$ cat config.mk
export PLATFORM = sky130hd
export DESIGN_NAME = text_pixel_fetch_flat
export DESIGN_NICKNAME = d
export VERILOG_FILES = /design/src/rtl/text_pixel_fetch_pkg.sv /design/src/rtl/text_pixel_fetch_if.sv /design/src/rtl/text_pixel_fetch_pipe_delay.sv /design/src/rtl/text_pixel_fetch.sv /design/src/flat_wrapper.sv
export SDC_FILE = /design/constraint.sdc
export NUM_CORES = 1
export LEC_CHECK = 0
export ABC_CLOCK_PERIOD_IN_PS = 3900
export CORE_MARGIN = 5
export CORE_UTILIZATION = 41
export DETAILED_ROUTE_END_ITERATION = 6
export PLACE_DENSITY = 0.8
export SKIP_CTS_REPAIR_TIMING = 1
export SYNTH_ARGS = -nofsm -noshare
export SYNTH_HDL_FRONTEND = slang
export SYNTH_SLANG_ARGS = --single-unit
$ cat constraint.sdc
create_clock -name clk -period 3.9 [get_ports clk]
set_input_delay 0.975 -clock clk [delete_from_list [all_inputs] [get_ports clk]]
set_output_delay 0.975 -clock clk [all_outputs]
set_load 0.02 [all_outputs]
$ cat src/rtl/text_pixel_fetch_pkg.sv
// Shared text-mode geometry for the pixel fetch pipeline and the colour stage.
package text_pkg;
    localparam int CHAR_W    = 8;
    localparam int CHAR_H    = 16;
    localparam int TEXT_COLS = 80;
    localparam int TEXT_ROWS = 30;
    localparam int FETCH_LAT = 3;
    localparam int H_ACTIVE  = CHAR_W * TEXT_COLS;
    localparam int V_ACTIVE  = CHAR_H * TEXT_ROWS;

    function automatic logic [11:0] char_index(input logic [4:0] row, input logic [6:0] column);
        return 12'(row) * 12'(TEXT_COLS) + 12'(column);
    endfunction
endpackage

$ cat src/rtl/text_pixel_fetch_if.sv
// Pixel fetch bus: timing coordinates, char/font memory ports and aligned outputs.
// Defining CURSOR_BLINK_EN adds the cursor position inputs.
interface text_pixel_fetch_if;
    logic [9:0]  h_addr;
    logic [9:0]  v_addr;
    logic        valid_in;
    logic        hsync_in;
    logic        vsync_in;
    logic [11:0] cram_addr;
    logic [7:0]  cram_data;
    logic [11:0] font_addr;
    logic [7:0]  font_data;
    logic        current_bit;
    logic [7:0]  col;
    logic        valid_out;
    logic        hsync_out;
    logic        vsync_out;
`ifdef CURSOR_BLINK_EN
    logic [4:0]  cursor_row;
    logic [6:0]  cursor_col;

    modport master (output h_addr, v_addr, valid_in, hsync_in, vsync_in, cram_data, font_data,
                    cursor_row, cursor_col,
                    input  cram_addr, font_addr, current_bit, col, valid_out, hsync_out, vsync_out);
    modport slave  (input  h_addr, v_addr, valid_in, hsync_in, vsync_in, cram_data, font_data,
                    cursor_row, cursor_col,
                    output cram_addr, font_addr, current_bit, col, valid_out, hsync_out, vsync_out);
`else
    modport master (output h_addr, v_addr, valid_in, hsync_in, vsync_in, cram_data, font_data,
                    input  cram_addr, font_addr, current_bit, col, valid_out, hsync_out, vsync_out);
    modport slave  (input  h_addr, v_addr, valid_in, hsync_in, vsync_in, cram_data, font_data,
                    output cram_addr, font_addr, current_bit, col, valid_out, hsync_out, vsync_out);
`endif
endinterface

$ cat src/rtl/text_pixel_fetch_pipe_delay.sv
// Fixed-depth shift register with a per-bit reset pattern, used for sideband alignment.
module pipe_delay #(
    parameter int               WIDTH     = 1,
    parameter int               DEPTH     = 1,
    parameter logic [WIDTH-1:0] RESET_VAL = '0
) (
    input  logic             clk,
    input  logic             rst_n,
    input  logic [WIDTH-1:0] din,
    output logic [WIDTH-1:0] dout
);
    logic [WIDTH-1:0] stage_r [DEPTH];

    // Shift one stage per clock; reset loads the idle pattern into every stage.
    always_ff @(posedge clk or negedge rst_n) begin
        if (!rst_n) begin
            for (int i = 0; i < DEPTH; i++) stage_r[i] <= RESET_VAL;
        end else begin
            stage_r[0] <= din;
            for (int i = 1; i < DEPTH; i++) stage_r[i] <= stage_r[i-1];
        end
    end

    assign dout = stage_r[DEPTH-1];
endmodule

$ cat src/rtl/text_pixel_fetch.sv
// Text-mode pixel fetch: char RAM -> font ROM -> foreground bit, 3-cycle aligned pipeline.
// Optional feature macro: CURSOR_BLINK_EN (blinking underline cursor).
module text_pixel_fetch
    import text_pkg::*;
(
    input  logic              clk,
    input  logic              rst_n,
    text_pixel_fetch_if.slave bus
);
    localparam int              SB_W     = 14;
    // Sideband layout {valid, hsync, vsync, hit, col[6:0], x_bit[2:0]}; syncs idle high.
    localparam logic [SB_W-1:0] SB_RESET = 14'h1800;

    logic             in_range_s;
    logic             valid0_s;
    logic             hit0_s;
    logic [11:0]      cram_addr_s;
    logic [SB_W-1:0]  side0_s;
    logic [SB_W-1:0]  side2_s;
    logic [3:0]       glyph_row1_s;
    logic             valid2_s;
    logic             hsync2_s;
    logic             vsync2_s;
    logic             hit2_s;
    logic [6:0]       col2_s;
    logic [2:0]       x_bit2_s;
    logic             current_bit_r;
    logic [7:0]       col_r;
    logic             valid_out_r;
    logic             hsync_out_r;
    logic             vsync_out_r;

    // Off-screen coordinates never count as valid and read a harmless address.
    always_comb begin
        in_range_s = (int'(bus.h_addr) < H_ACTIVE) && (int'(bus.v_addr) < V_ACTIVE);
        valid0_s   = bus.valid_in && in_range_s;
        if (in_range_s) begin
            cram_addr_s = char_index(bus.v_addr[8:4], bus.h_addr[9:3]);
        end else begin
            cram_addr_s = 12'd0;
        end
    end

`ifdef CURSOR_BLINK_EN
    logic       vsync_prev_r;
    logic [4:0] frame_cnt_r;

    // Count vsync falling edges; bit 4 is the blink phase.
    always_ff @(posedge clk or negedge rst_n) begin
        if (!rst_n) begin
            vsync_prev_r <= 1'b1;
            frame_cnt_r  <= 5'd0;
        end else begin
            vsync_prev_r <= bus.vsync_in;
            if (vsync_prev_r && !bus.vsync_in) begin
                frame_cnt_r <= frame_cnt_r + 5'd1;
            end
        end
    end

    assign hit0_s = valid0_s && frame_cnt_r[4] &&
                    (bus.v_addr[8:4] == bus.cursor_row) &&
                    (bus.h_addr[9:3] == bus.cursor_col) &&
                    (bus.v_addr[3:0] >= 4'd14);
`else
    assign hit0_s = 1'b0;
`endif

    assign side0_s = {valid0_s, bus.hsync_in, bus.vsync_in, hit0_s, bus.h_addr[9:3], bus.h_addr[2:0]};
    assign {valid2_s, hsync2_s, vsync2_s, hit2_s, col2_s, x_bit2_s} = side2_s;

    // The last of the FETCH_LAT stages is the output register below.
    pipe_delay #(.WIDTH(SB_W), .DEPTH(FETCH_LAT - 1), .RESET_VAL(SB_RESET)) u_side (
        .clk   (clk),
        .rst_n (rst_n),
        .din   (side0_s),
        .dout  (side2_s)
    );

    pipe_delay #(.WIDTH(4), .DEPTH(1), .RESET_VAL(4'h0)) u_glyph (
        .clk   (clk),
        .rst_n (rst_n),
        .din   (bus.v_addr[3:0]),
        .dout  (glyph_row1_s)
    );

    // Output stage: pick the glyph bit (MSB is leftmost) and blank invalid pixels.
    always_ff @(posedge clk or negedge rst_n) begin
        if (!rst_n) begin
            current_bit_r <= 1'b0;
            col_r         <= 8'd0;
            valid_out_r   <= 1'b0;
            hsync_out_r   <= 1'b1;
            vsync_out_r   <= 1'b1;
        end else begin
            if (valid2_s) begin
                current_bit_r <= bus.font_data[3'd7 - x_bit2_s] | hit2_s;
                col_r         <= {1'b0, col2_s};
            end else begin
                current_bit_r <= 1'b0;
                col_r         <= 8'd0;
            end
            valid_out_r <= valid2_s;
            hsync_out_r <= hsync2_s;
            vsync_out_r <= vsync2_s;
        end
    end

    assign bus.cram_addr   = cram_addr_s;
    assign bus.font_addr   = {bus.cram_data, glyph_row1_s};
    assign bus.current_bit = current_bit_r;
    assign bus.col         = col_r;
    assign bus.valid_out   = valid_out_r;
    assign bus.hsync_out   = hsync_out_r;
    assign bus.vsync_out   = vsync_out_r;
endmodule

$ cat src/flat_wrapper.sv
// flat-port wrapper written by rule: the top's interface ports become plain ports
module text_pixel_fetch_flat import text_pkg::*;
  (clk, rst_n, bus_h_addr, bus_v_addr, bus_valid_in, bus_hsync_in, bus_vsync_in, bus_cram_data, bus_font_data, bus_cram_addr, bus_font_addr, bus_current_bit, bus_col, bus_valid_out, bus_hsync_out, bus_vsync_out);
  text_pixel_fetch_if bus_i ();
  input  logic clk;
  input  logic rst_n;
  input wire logic [$bits(bus_i.h_addr)-1:0] bus_h_addr;
  input wire logic [$bits(bus_i.v_addr)-1:0] bus_v_addr;
  input wire logic [$bits(bus_i.valid_in)-1:0] bus_valid_in;
  input wire logic [$bits(bus_i.hsync_in)-1:0] bus_hsync_in;
  input wire logic [$bits(bus_i.vsync_in)-1:0] bus_vsync_in;
  input wire logic [$bits(bus_i.cram_data)-1:0] bus_cram_data;
  input wire logic [$bits(bus_i.font_data)-1:0] bus_font_data;
  output wire logic [$bits(bus_i.cram_addr)-1:0] bus_cram_addr;
  output wire logic [$bits(bus_i.font_addr)-1:0] bus_font_addr;
  output wire logic [$bits(bus_i.current_bit)-1:0] bus_current_bit;
  output wire logic [$bits(bus_i.col)-1:0] bus_col;
  output wire logic [$bits(bus_i.valid_out)-1:0] bus_valid_out;
  output wire logic [$bits(bus_i.hsync_out)-1:0] bus_hsync_out;
  output wire logic [$bits(bus_i.vsync_out)-1:0] bus_vsync_out;
  assign bus_i.h_addr = bus_h_addr;
  assign bus_i.v_addr = bus_v_addr;
  assign bus_i.valid_in = bus_valid_in;
  assign bus_i.hsync_in = bus_hsync_in;
  assign bus_i.vsync_in = bus_vsync_in;
  assign bus_i.cram_data = bus_cram_data;
  assign bus_i.font_data = bus_font_data;
  assign bus_cram_addr = bus_i.cram_addr;
  assign bus_font_addr = bus_i.font_addr;
  assign bus_current_bit = bus_i.current_bit;
  assign bus_col = bus_i.col;
  assign bus_valid_out = bus_i.valid_out;
  assign bus_hsync_out = bus_i.hsync_out;
  assign bus_vsync_out = bus_i.vsync_out;
  text_pixel_fetch u_core (.clk(clk), .rst_n(rst_n), .bus(bus_i));
endmodule
# == Yosys cells after proc, flatten, opt, wreduce, memory -nomap -nowiden ==
# Index checks and enable logic that the tools add are counted.
# word_totals
reg_bits,41
latch_bits,0
ram_bits,0
rom_bits,0
inputBits,41
output_inout_bits,36
mem_count,0
# op_classes
addsub,2
n_mul,1
div,0
order_cmp,3
n_eq_ne,0
shift,0
n_mux,5
bitwise,0
reduce_logical,2
# ops
operator,n
12-bit by 7-bit adder with 12-bit output,1
12-bit 2-to-1 mux,1
10-bit < comparator (second input constant),1
10-bit by 9-bit < comparator with 1-bit output (second input constant),1
5-bit by 3-bit multiplier with 8-bit output (second input constant),1
7-bit 2-to-1 mux,1
3-bit by 4-bit < comparator with 1-bit output (second input constant),1
1-bit binary-select mux with 3-bit select,1
3-bit subtractor (first input constant),1
1-bit logical AND,2
1-bit 2-to-1 mux,2

# == Longest topological paths before layout ==
# Gate-level depths: netlist of the first run.
# depth
ltp_word,4
depth_mapped,8
ltp_nobuf,8

# == By module ==
# Synthesis of the first run repeated with hierarchy kept, for this count alone.
# unflattened
hier_cells,133
area_unflattened_um2,1795.5
# modules_own_cells
module,n_inst,cells_each,area_per_inst_um2
text_pixel_fetch,1,87,884.6
pipe_delay (u_core.u_side),1,42,810.8
pipe_delay (u_core.u_glyph),1,4,100.1

# == Worst setup path before layout of the first run ==
# Ideal clock, no wire load.
# synth_path
kind,input to output
start,in bus_v_addr[5]
end,out bus_cram_addr[10]
arrival_ns,2.804
path_slack_ns,0.121
stages,8
path_buffers,0
path_cell_list,ha_1 > ha_1 > inv_1 > fa_1 > nor2b_1 > o211ai_1 > or2_0 > mux2i_1
# synth_between
elab_chain_cells,3
# synth_lines
element,line,text
from (decl),flat_wrapper.sv:8,input wire logic [$bits(bus_i.v_addr)-1:0] bus_v_addr;
5-bit by 3-bit multiplier with 8-bit output / 10-bit by 9-bit < comparator with 1-bit output (equally long branches),"text_pixel_fetch_pkg.sv:12, text_pixel_fetch.sv:35",
12-bit by 7-bit adder with 12-bit output / 1-bit logical AND (equally long branches),"text_pixel_fetch_pkg.sv:12, text_pixel_fetch.sv:35",
12-bit 2-to-1 mux (*),text_pixel_fetch.sv:37,if (in_range_s) begin
to (decl),flat_wrapper.sv:14,output wire logic [$bits(bus_i.cram_addr)-1:0] bus_cram_addr;
# Every way passes the cells marked *; elsewhere a longest branch is shown, timed or not.

# == Worst setup path after layout of the first run ==
# Same ends and word-level chain as after synthesis.

==> results.md, run 1 <==
| Item | Value | Unit |
|---|---|---|
| Result of the run | finished, violations left | - |
| Failing checks | negative setup slack | - |
| Vias in the first global route | 1202 | - |
| Global-route wire length before repair | 5340 | µm |
| Post-Route Hold Slack | 0.3486 | ns |
| Initial antenna violation count | 0 | - |
| Final GP Congestion | 0.8820 | - |
| Count of synthesis-stage warnings from yosys | 0 | - |
| Mapped Nets | 169 | - |
| Post-route ant nets | 0 | - |
| H-tree depth reported by CTS | 2 | - |
| Post-synth top area share | 52.51 | % |
| Number of nets in the layout | 242 | - |
| Clock tree from TritonCTS | yes | - |
| Final global-route overflow total | 0 | - |
| Largest clock skew in the final design | 0.004907 | ns |
| Count of port buffers added during placement | 59 | - |
| Clock transition at the registers of the reported paths | 0.07 | ns |
| TritonRoute pass-1 iters | 5 | - |
| Most frequent cells in the layout | clkdlybuf4s50_1, dfrtp_1, buf_4, and2_1, dlymetal6s2s_1 | - |
| DRT Wirelength | 3328 | µm |
| Worst-case setup margin in the final layout | -0.05397 | ns |
| Total power per unit cell area | 390.6 | nW/µm² |
| Pin count of the biggest net entering global routing | 42 | - |
| Cell chosen for the clock root | clkbuf_8 | - |
| Maximum cell stage delay along the critical path | 0.44 | ns |
| Crit-path max FO | 2 | - |
| Overall power consumption | 0.0009857 | W |
| Cell accounting for the most synthesized area | dfrtp_1 | - |
| Ratio of routed vias to standard cells | 4.631 | - |
| Area inside the core boundary | 3971 | µm² |
| Data arrival time of the worst path | 2.98 | ns |
| Post-synthesis cell type count | 28 | - |
| Iter 0 DRT Violations | 67 | - |
| Number of buffers created by CTS | 5 | - |
| CP max-delay cell | fa_1 | - |
| Routed wire per std cell | 13.81 | µm |
| Setup violators final | 1 | - |
| Starting Density | 42.00 | % |
| Setup crit end kind | output port | - |
| Required arrival time at the worst endpoint | 2.92 | ns |
| Number of antenna cells inserted | 0 | - |
| Largest cells by area after synthesis | dfrtp_1, dfstp_2, ha_1, buf_4, and2_1 | - |
| Buffer depth of the longest clock path | 2 | - |
| Crit path launch type | primary input | - |
| Critical path class | in2out | - |
| Setup TNS | -0.05397 | ns |
| HPWL after DPL | 2645 | µm |
| Clock network latency to the later pin of the worst-skew pair | 0.28 | ns |
| Die Width | 73.78 | µm |
| Die Ht | 73.78 | µm |
| Commonest non-fill, non-tap cell in the layout | clkdlybuf4s50_1 | - |
| Proportion of synthesized chip area in sequential cells | 61.97 | % |
| Number of violations of the max-capacitance limit | 0 | - |
| Total I/O pin count | 77 | - |
| Number of placement rows | 23 | - |
| Relative slew slack | 44.54 | % |
| Synthesis-to-layout area growth | 51.31 | % |
| Mean instance size in the synthesized netlist | 14.26 | µm² |
| Total number of vias | 1116 | - |
| Path type of the worst min-delay path | reg2reg | - |
| Share of final-layout standard cells stronger than drive strength 1 | 27.75 | % |
| Largest voltage drop on the vdd net | 0.1388 | mV |
| Post-synthesis cell count | 117 | - |
| Tmin final | 3.954 | ns |
| Period utilization | 101.4 | % |
| Cell-by-cell trace of the critical path | dlymetal6s2s_1, ha_1, ha_2, inv_2, fa_1, xnor2_2, o211ai_1, or2_0, mux2i_1, buf_4 | - |
| Fin. max-slew vios | 0 | - |
| Clock sinks | 41 | - |
| Register bit count reported by yosys | 41 | - |
| Die footprint | 5443 | µm² |
| Netlist area before placement | 1668 | µm² |
| Leakage component of the power | 1.225 | nW |
| Number of remaining DRC errors | 0 | - |
| Achievable clock frequency | 252.9 | MHz |
| Unrepaired setup endpoints after global routing | true | - |
| Global-route usage over all layers | 13.19 | % |
| Hold Fails Final Rpt | 0 | - |
| Slew @ Worst Pin | 0.8319 | ns |
[layer usage]
metal / track usage [%] / share of wire [%]
met1: 14.97 / 37
met4: 6.036 / 2.8
met5: 0 / 0
met2: 21.36 / 49
met3: 5.746 / 11
[synth_stat cells]
cell type / n
o22ai_1: 1
xor2_1: 3
dfrtp_1: 35
or2_0: 1
and3_2: 6
xnor2_1: 2
fa_1: 2
dfstp_2: 6
mux4_2: 2
nor3_1: 1
o21ai_0: 3
nand4b_1: 1
nor2_1: 5
buf_4: 9
a21o_1: 2
and3_1: 1
inv_1: 6
a41oi_4: 1
and2_1: 8
o211ai_1: 1
nor2b_1: 5
nand2_1: 1
mux2i_1: 2
conb_1: 1
o21ai_4: 1
nand2_4: 1
ha_1: 9
a21oi_1: 1
[worst max-delay path: cells and delay by family]
kind,cells,cell delay [ns]
compound gates,1,0.14
xor+xnor,1,0.18
fa+ha+maj,3,0.92
buf+inv,3,0.36
mux,1,0.16
simple gates,1,0.24
[report_power, final]
part / internal (W) / switching [W] / total (W)
registers: 0.000447 / 0.00000607 / 0.000453
clock network: 0.000208 / 0.000126 / 0.000334
logic: 0.000107 / 0.0000907 / 0.000198
total: 0.000763 / 0.000223 / 0.000986
[state kept, by name, indices dropped and copies added, names as in the netlist]
| name | flops |
|---|---|
| u_core.bus.current_bit | 1 |
| u_core.bus.hsync_out | 1 |
| u_core.bus.valid_out | 1 |
| u_core.bus.vsync_out | 1 |
| u_core.bus.col | 7 |
| u_core.u_side.stage_r | 13 |
| u_core.u_side.dout | 13 |
| u_core.u_glyph.dout | 4 |
[metrics by stage]
step | utilization [%] | cell area, µm² | std cells | worst slack (ns)
2_1_floorplan | - | 1668 | 117 | 0.1215
3_3_place_gp | 59.26 | 2354 | 231 | -0.7387
3_5_place_dp | 59.26 | 2354 | 231 | -0.9305
4_1_cts | 62.19 | 2470 | 239 | -0.9602
5_1_grt | 63.55 | 2524 | 241 | -0.1891
6_report | 63.55 | 2524 | 241 | -0.05397
[final cells by class]
cell class | instances | area (µm²)
timing repair buffer | 75 | 710.7
multi-input combinational | 61 | 578.1
inverter | 6 | 22.52
clock buffer | 7 | 86.33
clock inverter | 1 | 30.03
tap | 50 | 62.56
fill | 304 | 1448
sequential | 41 | 1033
[path summary, 6_finish.rpt]
| check | startpoint | to | slack (ns) | cells after the start |
|---|---|---|---|---|
| min in group asynchronous | rst_n | u_core.bus.col[4] | 0.79 | 1 |
| max in group asynchronous | rst_n | u_core.bus.col[0] | 2.59 | 1 |
| min | u_core.u_side.stage_r[21] | u_core.u_side.dout[7] | 0.35 | 0 |
| min reg2reg | u_core.u_side.stage_r[21] | u_core.u_side.dout[7] | 0.35 | 0 |
| max | bus_v_addr[5] | bus_cram_addr[10] | -0.05 | 10 |
| max reg2reg | u_core.u_side.dout[0] | u_core.bus.current_bit | 2.62 | 3 |
[logic make-up (layout without fill, tap and decap cells)]
kind of cell    count (synthesis)  count (layout)  synth area share, %
other cells                     1               1               0.2248
simple gates                   30              30                11.18
fa+ha+maj                      11              11                9.153
mux                             4               4                3.901
flops                          41              41                61.97
xor+xnor                        5               5                2.626
buf+inv                        15              89                5.401
compound gates                 10              10                5.551
Power figures use the tool's default switching activity.
==> inputs of run 2 (changes only) <==
- CORE_MARGIN: 5 -> default
- CORE_UTILIZATION: 41 -> 42
- SYNTH_HIERARCHICAL: default -> 1
==> run 2 against run 1 <==
The flow still finishes with violations (negative setup slack). Die area decreased by 17%. Global-route usage increased by 2.5 points. Core utilization decreased by 0.83 points. Sequential share of layout area increased by 1.6 points. Sequential cell count increased by 2. Area after synthesis increased by 7.7%. Final cell count increased by 2.1%. Wire length increased by 1.4%. Clock skew about the same.
==> results.md, run 2 <==
| Item | Value | Unit |
|---|---|---|
| Result of the run | finished, violations left | - |
| Failing checks | negative setup slack | - |
| Number of nets in the layout | 247 | - |
| Reported net switching power | 0.0002258 | W |
| Period utilization | 100.2 | % |
| Ratio of routed vias to standard cells | 4.736 | - |
| Crit path buf inv count | 3 | - |
| Mean instance size in the synthesized netlist | 13.50 | µm² |
| Data arrival time of the worst path | 2.93 | ns |
| Global-route wire length before repair | 5078 | µm |
| Number of remaining DRC errors | 0 | - |
| CP max-delay cell | clkdlybuf4s50_1 | - |
| Crit-path max FO | 3 | - |
| Post-Synth XOR/XNOR Area | 2.439 | % |
| Fin. max-slew vios | 0 | - |
| Clock tree from TritonCTS | yes | - |
| Proportion of synthesized chip area in sequential cells | 60.35 | % |
| Share of final-layout standard cells stronger than drive strength 1 | 23.98 | % |
| Path type of the worst min-delay path | reg2reg | - |
| Achievable clock frequency | 256.0 | MHz |
| Largest voltage drop on the vdd net | 0.1343 | mV |
| Tmin final | 3.906 | ns |
| Relative slew slack | 42.92 | % |
| Post-synthesis mux area share | 4.111 | % |
| Vias in the first global route | 1221 | - |
| Number of antenna cells inserted | 0 | - |
| Buffer depth of the longest clock path | 2 | - |
| Number of flops mapped to enable cells by yosys | 0 | - |
| Count leader, synth | dfrtp_1 | - |
| Unrepaired setup endpoints after global routing | true | - |
| Setup crit end kind | output port | - |
| Initial antenna violation count | 0 | - |
| Global-route usage over all layers | 15.64 | % |
| Setup violators final | 1 | - |
| Clock transition at the registers of the reported paths | 0.07 | ns |
| Cell accounting for the most synthesized area | dfrtp_1 | - |
| Clock sinks | 43 | - |
| Iter 0 DRT Violations | 57 | - |
| Register bit count reported by yosys | 43 | - |
| Post-Route Hold Slack | 0.3493 | ns |
| Die Ht | 67.38 | µm |
| Maximum cell stage delay along the critical path | 0.48 | ns |
| Total power per unit cell area | 364.2 | nW/µm² |
| Number of placement rows | 23 | - |
| Post-synth top area share | 51.57 | % |
| Critical path class | in2out | - |
| Die Width | 67.38 | µm |
| Final global-route overflow total | 0 | - |
| Switching share of power | 24.36 | % |
| Primary flip-flop cell chosen by synthesis mapping | dfrtp_1 | - |
| Post-synthesis cell count | 133 | - |
| Sequential share of power | 51.3 | % |
| Overall power consumption | 0.0009268 | W |
| Simple-gate area share of the yosys netlist | 9.199 | % |
| Largest cells by area after synthesis | dfrtp_1, buf_4, dfstp_2, ha_1, mux4_1 | - |
| Clock power share | 27.5 | % |
| Post-synthesis cell type count | 28 | - |
| Leakage component of the power | 1.243 | nW |
| Internal power | 0.0007010 | W |
| Slew @ Worst Pin | 0.8561 | ns |
| Pin count of the biggest net entering global routing | 44 | - |
| Combinational family with the most area after synthesis | buffers and inverters | - |
| TritonRoute pass-1 iters | 4 | - |
| Netlist area before placement | 1795 | µm² |
| Worst R2R Path Depth | 3 | - |
| Hold path depth | 0 | - |
| DRT Wirelength | 3376 | µm |
| Most used standard cells in the synthesized netlist | dfrtp_1, buf_4, ha_1 | - |
| Worst-case setup margin in the final layout | -0.006170 | ns |
| Total number of vias | 1165 | - |
| Post-route ant nets | 0 | - |
| Commonest non-fill, non-tap cell in the layout | clkdlybuf4s50_1 | - |
| Part of the total power dissipated in combinational logic | 21.1 | % |
| Die footprint | 4540 | µm² |
| Hold Fails Final Rpt | 0 | - |
| HPWL after DPL | 2602 | µm |
| Number of cells on the critical path | 9 | - |
| Area fraction in compound gates after synthesis | 4.321 | % |
| H-tree depth reported by CTS | 2 | - |
| Largest clock skew in the final design | 0.004477 | ns |
| Count of synthesis-stage warnings from yosys | 6 | - |
| Largest delay share family, worst path | buffers and inverters | - |
| Async SR Flop Fraction | 100.0 | % |
| Required arrival time at the worst endpoint | 2.92 | ns |
| Clock network latency to the later pin of the worst-skew pair | 0.28 | ns |
| Final GP Congestion | 0.7541 | - |
| Cell chosen for the clock root | clkbuf_8 | - |
| Total I/O pin count | 77 | - |
| Count of port buffers added during placement | 59 | - |
| Number of buffers created by CTS | 5 | - |
| Starting Density | 44.25 | % |
| Number of violations of the max-capacitance limit | 0 | - |
| Adder-cell area share of the yosys netlist | 8.502 | % |
| Synthesis-to-layout area growth | 41.74 | % |
| Routed wire per std cell | 13.72 | µm |
| Area inside the core boundary | 4058 | µm² |
| Most frequent cells in the layout | clkdlybuf4s50_1, dfrtp_1, buf_4, dlymetal6s2s_1, and2_1 | - |
| Cell-by-cell trace of the critical path | clkdlybuf4s50_1, ha_1, inv_1, fa_1, nor2b_2, o211ai_1, or2_0, mux2i_1, buf_4 | - |
| Crit path launch type | primary input | - |
## run 2: cell count changes after synthesis, moves of 2 or more
| cell | before | now |
|---|---|---|
| and3_1 | 1 | 7 |
| and3_2 | 6 | 0 |
| buf_4 | 9 | 23 |
| dfrtp_1 | 35 | 37 |
| mux4_1 | 0 | 2 |
| mux4_2 | 2 | 0 |
## run 2: cell type report
type                            instances  area, µm²
Fill cell                             313       1513
Sequential cell                        43       1084
Timing Repair Buffer                   77      725.7
Multi-Input combinational cell         62      565.5
Clock buffer                            6      72.57
Tap cell                               50      62.56
Inverter                                6      22.52
Clock inverter                          2      12.51
## run 2: metal layers
layer | share of wire [%] | wire length, µm | global-route usage (%)
met5 | 0 | 0 | 0
met1 | 35 | 1191 | 15.10
met4 | 2.3 | 76 | 9.574
met3 | 7.0 | 238 | 5.405
met2 | 55 | 1869 | 28.25
## run 2: power groups by stage
stage               sequential [W]  combinational, W  clock (W)
floorplan                 0.000491         0.0000929          0
global placement          0.000483          0.000181          0
detailed placement        0.000485          0.000188          0
CTS                       0.000476          0.000189   0.000268
global route              0.000478          0.000212   0.000291
finish                    0.000476          0.000196   0.000255
## run 2: per-stage QoR
stage | worst slack (ns) | std cells | setup TNS, ns | util, % | cell area (µm²)
floorplan | 0.1215 | 134 | 0 | - | 1799
global placement | -0.7208 | 237 | -2.852 | 59.20 | 2402
detailed placement | -0.8465 | 237 | -3.265 | 59.20 | 2402
CTS | -0.8671 | 245 | -3.357 | 61.30 | 2487
global route | -0.1278 | 246 | -0.1488 | 62.72 | 2545
finish | -0.006170 | 246 | -0.006170 | 62.72 | 2545
## run 2: worst reg2reg max path, cell delays in order (launching register included)
cell	delay [ns]
dfrtp_1	0.37
mux4_1	0.55
mux2_2	0.28
o21a_1	0.16
## run 2: cells by family after synthesis
kind of cell,Yosys count
multiplexers,4
flip-flops,43
XOR/XNOR,5
adder cells (fa/ha/maj),11
AO/OA/AOI/OAI,11
other,1
buffers and inverters,29
AND/OR/NAND/NOR,29
## run 2: path summary, 6_finish.rpt
check | slack (ns) | start | endpoint
worst min register to register | 0.35 | u_core/u_side/stage_r[24] | u_core/u_side/dout[10]
worst max-delay path | -0.006 | bus_h_addr[7] | bus_cram_addr[10]
min in group asynchronous | 0.80 | rst_n | u_core/u_side/dout[13]
worst max register to register | 2.43 | u_core/u_side/dout[0] | u_core/bus.current_bit
worst min-delay path | 0.35 | u_core/u_side/stage_r[24] | u_core/u_side/dout[10]
max in group asynchronous | 2.56 | rst_n | u_core/u_side/stage_r[24]
==> inputs of run 3 (changes only) <==
- ABC_CLOCK_PERIOD_IN_PS: 3900 -> default
- CELL_PAD_IN_SITES_DETAIL_PLACEMENT: default -> 1
- CELL_PAD_IN_SITES_GLOBAL_PLACEMENT: default -> 1
- CORE_UTILIZATION: 42 -> 32
- PLACE_DENSITY: 0.8 -> default
- PLACE_DENSITY_LB_ADDON: default -> 0.1
- TNS_END_PERCENT: default -> 100
==> run 3 against run 2 <==
The flow now finishes without violations. Sequential cell count stayed put. Clock power is 33% higher. Register-to-register slack hardly changed. Worst hold slack worse by 0.0033 ns. Clock-buffer cell count is 1 lower. Clock skew is 0.0044 ns higher. Wire length is 8.8% higher. Combinational power is 2% higher. Setup slack better by 0.12 ns. Non-clock buffer count is 2 lower. Critical endpoint unchanged.
==> results.md, run 3 (synthesis results as in run 2) <==
| Item | Value | Unit |
|---|---|---|
| Placed cells | 253 | - |
| Global-route usage over all layers | 13.42 | % |
| Number of remaining DRC errors | 0 | - |
| Cell chosen for the clock root | clkbuf_8 | - |
| HPWL after DPL | 2852 | µm |
| Number of buffers created by CTS | 5 | - |
| Crit-path max FO | 3 | - |
| Overall power consumption | 0.001014 | W |
| Unrepaired setup endpoints after global routing | false | - |
| Largest clock skew in the final design | 0.008872 | ns |
| Required arrival time at the worst endpoint | 2.92 | ns |
| Crit path launch type | primary input | - |
| TritonRoute pass-1 iters | 3 | - |
| Die Ht | 76.91 | µm |
| Path type of the worst min-delay path | reg2reg | - |
| Global-route wire length before repair | 6120 | µm |
| Number of violations of the max-capacitance limit | 0 | - |
| Cell area after placement | 2397 | µm² |
| Hold Fails Final Rpt | 0 | - |
| Worst R2R Path Depth | 3 | - |
| Die Width | 76.91 | µm |
| Total number of vias | 1138 | - |
| Number of nets in the layout | 245 | - |
| Period utilization | 97.05 | % |
| Routed wire per std cell | 13.91 | µm |
| Total I/O pin count | 77 | - |
| Tmin final | 3.785 | ns |
| Clock tree from TritonCTS | yes | - |
| Leakage component of the power | 1.269 | nW |
| Slew @ Worst Pin | 0.9000 | ns |
| Fin. max-slew vios | 0 | - |
| Internal reg-to-reg setup slack | 2.44 | ns |
| Synthesis-to-layout area growth | 45.02 | % |
| Worst-case setup margin in the final layout | 0.1151 | ns |
| Iter 0 DRT Violations | 30 | - |
| Clock network latency to the later pin of the worst-skew pair | 0.29 | ns |
| Number of placement rows | 26 | - |
| Commonest non-fill, non-tap cell in the layout | clkdlybuf4s50_1 | - |
| Total power per unit cell area | 389.6 | nW/µm² |
| Summed area of non-filler cells in the final layout | 2604 | µm² |
| Starting Density | 34.07 | % |
| Ratio of routed vias to standard cells | 4.311 | - |
| Share of final-layout standard cells stronger than drive strength 1 | 25.26 | % |
| Die footprint | 5914 | µm² |
| Critical path class | in2out | - |
| Count of port buffers added during placement | 59 | - |
| Achievable clock frequency | 264.2 | MHz |
| H-tree depth reported by CTS | 2 | - |
| Clock transition at the registers of the reported paths | 0.08 | ns |
| Number of antenna cells inserted | 0 | - |
| Setup crit end kind | output port | - |
| Clock sinks | 43 | - |
| Result of the run | completed | - |
| Post-route ant nets | 0 | - |
| Number of cells in the finished layout apart from fillers | 264 | - |
| Pin count of the biggest net entering global routing | 44 | - |
| DRT Wirelength | 3672 | µm |
| Initial antenna violation count | 0 | - |
| Largest voltage drop on the vdd net | 0.2113 | mV |
| Data arrival time of the worst path | 2.81 | ns |
| Setup violators final | 0 | - |
| Final global-route overflow total | 0 | - |
| Buffer depth of the longest clock path | 2 | - |
| DP Worst Slack | -0.8302 | ns |
| Final GP Congestion | 0.8102 | - |
| Relative slew slack | 40.00 | % |
| Vias in the first global route | 1308 | - |
| Hold path depth | 0 | - |
| Area inside the core boundary | 5270 | µm² |
| Most frequent cells in the layout | clkdlybuf4s50_1, dfrtp_1, buf_4, dlymetal6s2s_1, and2_1 | - |
[run 3: changes by cell type in the layout (fill, tap and decap cells not counted), sizes merged]
| cell | delta |
|---|---|
| buf | -3 |
| bufinv | +1 |
| clkinv | +1 |
| clkinvlp | -1 |
[run 3: worst paths after layout]
| check | startpoint | to |
|---|---|---|
| worst max register to register | u_core/u_side/dout[0] | u_core/bus.current_bit |
| worst min register to register | u_core/u_side/stage_r[20] | u_core/u_side/dout[6] |
| min in group asynchronous | rst_n | u_core/u_side/stage_r[15] |
| worst min-delay path | u_core/u_side/stage_r[20] | u_core/u_side/dout[6] |
| worst max-delay path | bus_v_addr[7] | bus_cram_addr[10] |
| max in group asynchronous | rst_n | u_core/u_side/stage_r[19] |
[run 3: critical path: stages]
cell      delay (ns)
clkbuf_2        0.11
ha_4            0.25
ha_4            0.16
inv_2           0.05
fa_2            0.44
nor2b_2         0.16
o211ai_1        0.13
or2_0           0.24
mux2i_1         0.14
buf_4           0.16
[run 3: report_power, final]
group | internal [W] | switching, W
Combinational | 0.000110 | 0.0000908
Sequential | 0.000469 | 0.00000676
Clock | 0.000191 | 0.000148
Total | 0.000769 | 0.000245
[run 3: final cells by class]
| cell class | instances | area, µm² |
|---|---|---|
| Tap cell | 70 | 87.58 |
| Sequential cell | 43 | 1084 |
| Clock inverter | 3 | 43.79 |
| Inverter | 6 | 22.52 |
| Fill cell | 561 | 2666 |
| Clock buffer | 5 | 68.82 |
| Multi-Input combinational cell | 62 | 589.3 |
| Timing Repair Buffer | 75 | 708.2 |
[run 3: layer usage]
metal	part of all wire (%)	global-route usage, %
met4	0.93	4.423
met5	0	0
met1	39	15.43
met2	55	23.93
met3	5.3	3.571
[run 3: per-stage QoR]
| step | setup TNS (ns) | hold WS (ns) | util (%) |
|---|---|---|---|
| CTS | -3.543 | 0.3504 | 47.63 |
| finish | 0 | 0.3460 | 49.41 |
| detailed placement | -3.397 | 0.3364 | 45.49 |
| global route | 0 | 0.3553 | 49.41 |
| floorplan | 0 | 0.3312 | - |
| global placement | -3.117 | 0.3330 | 45.49 |
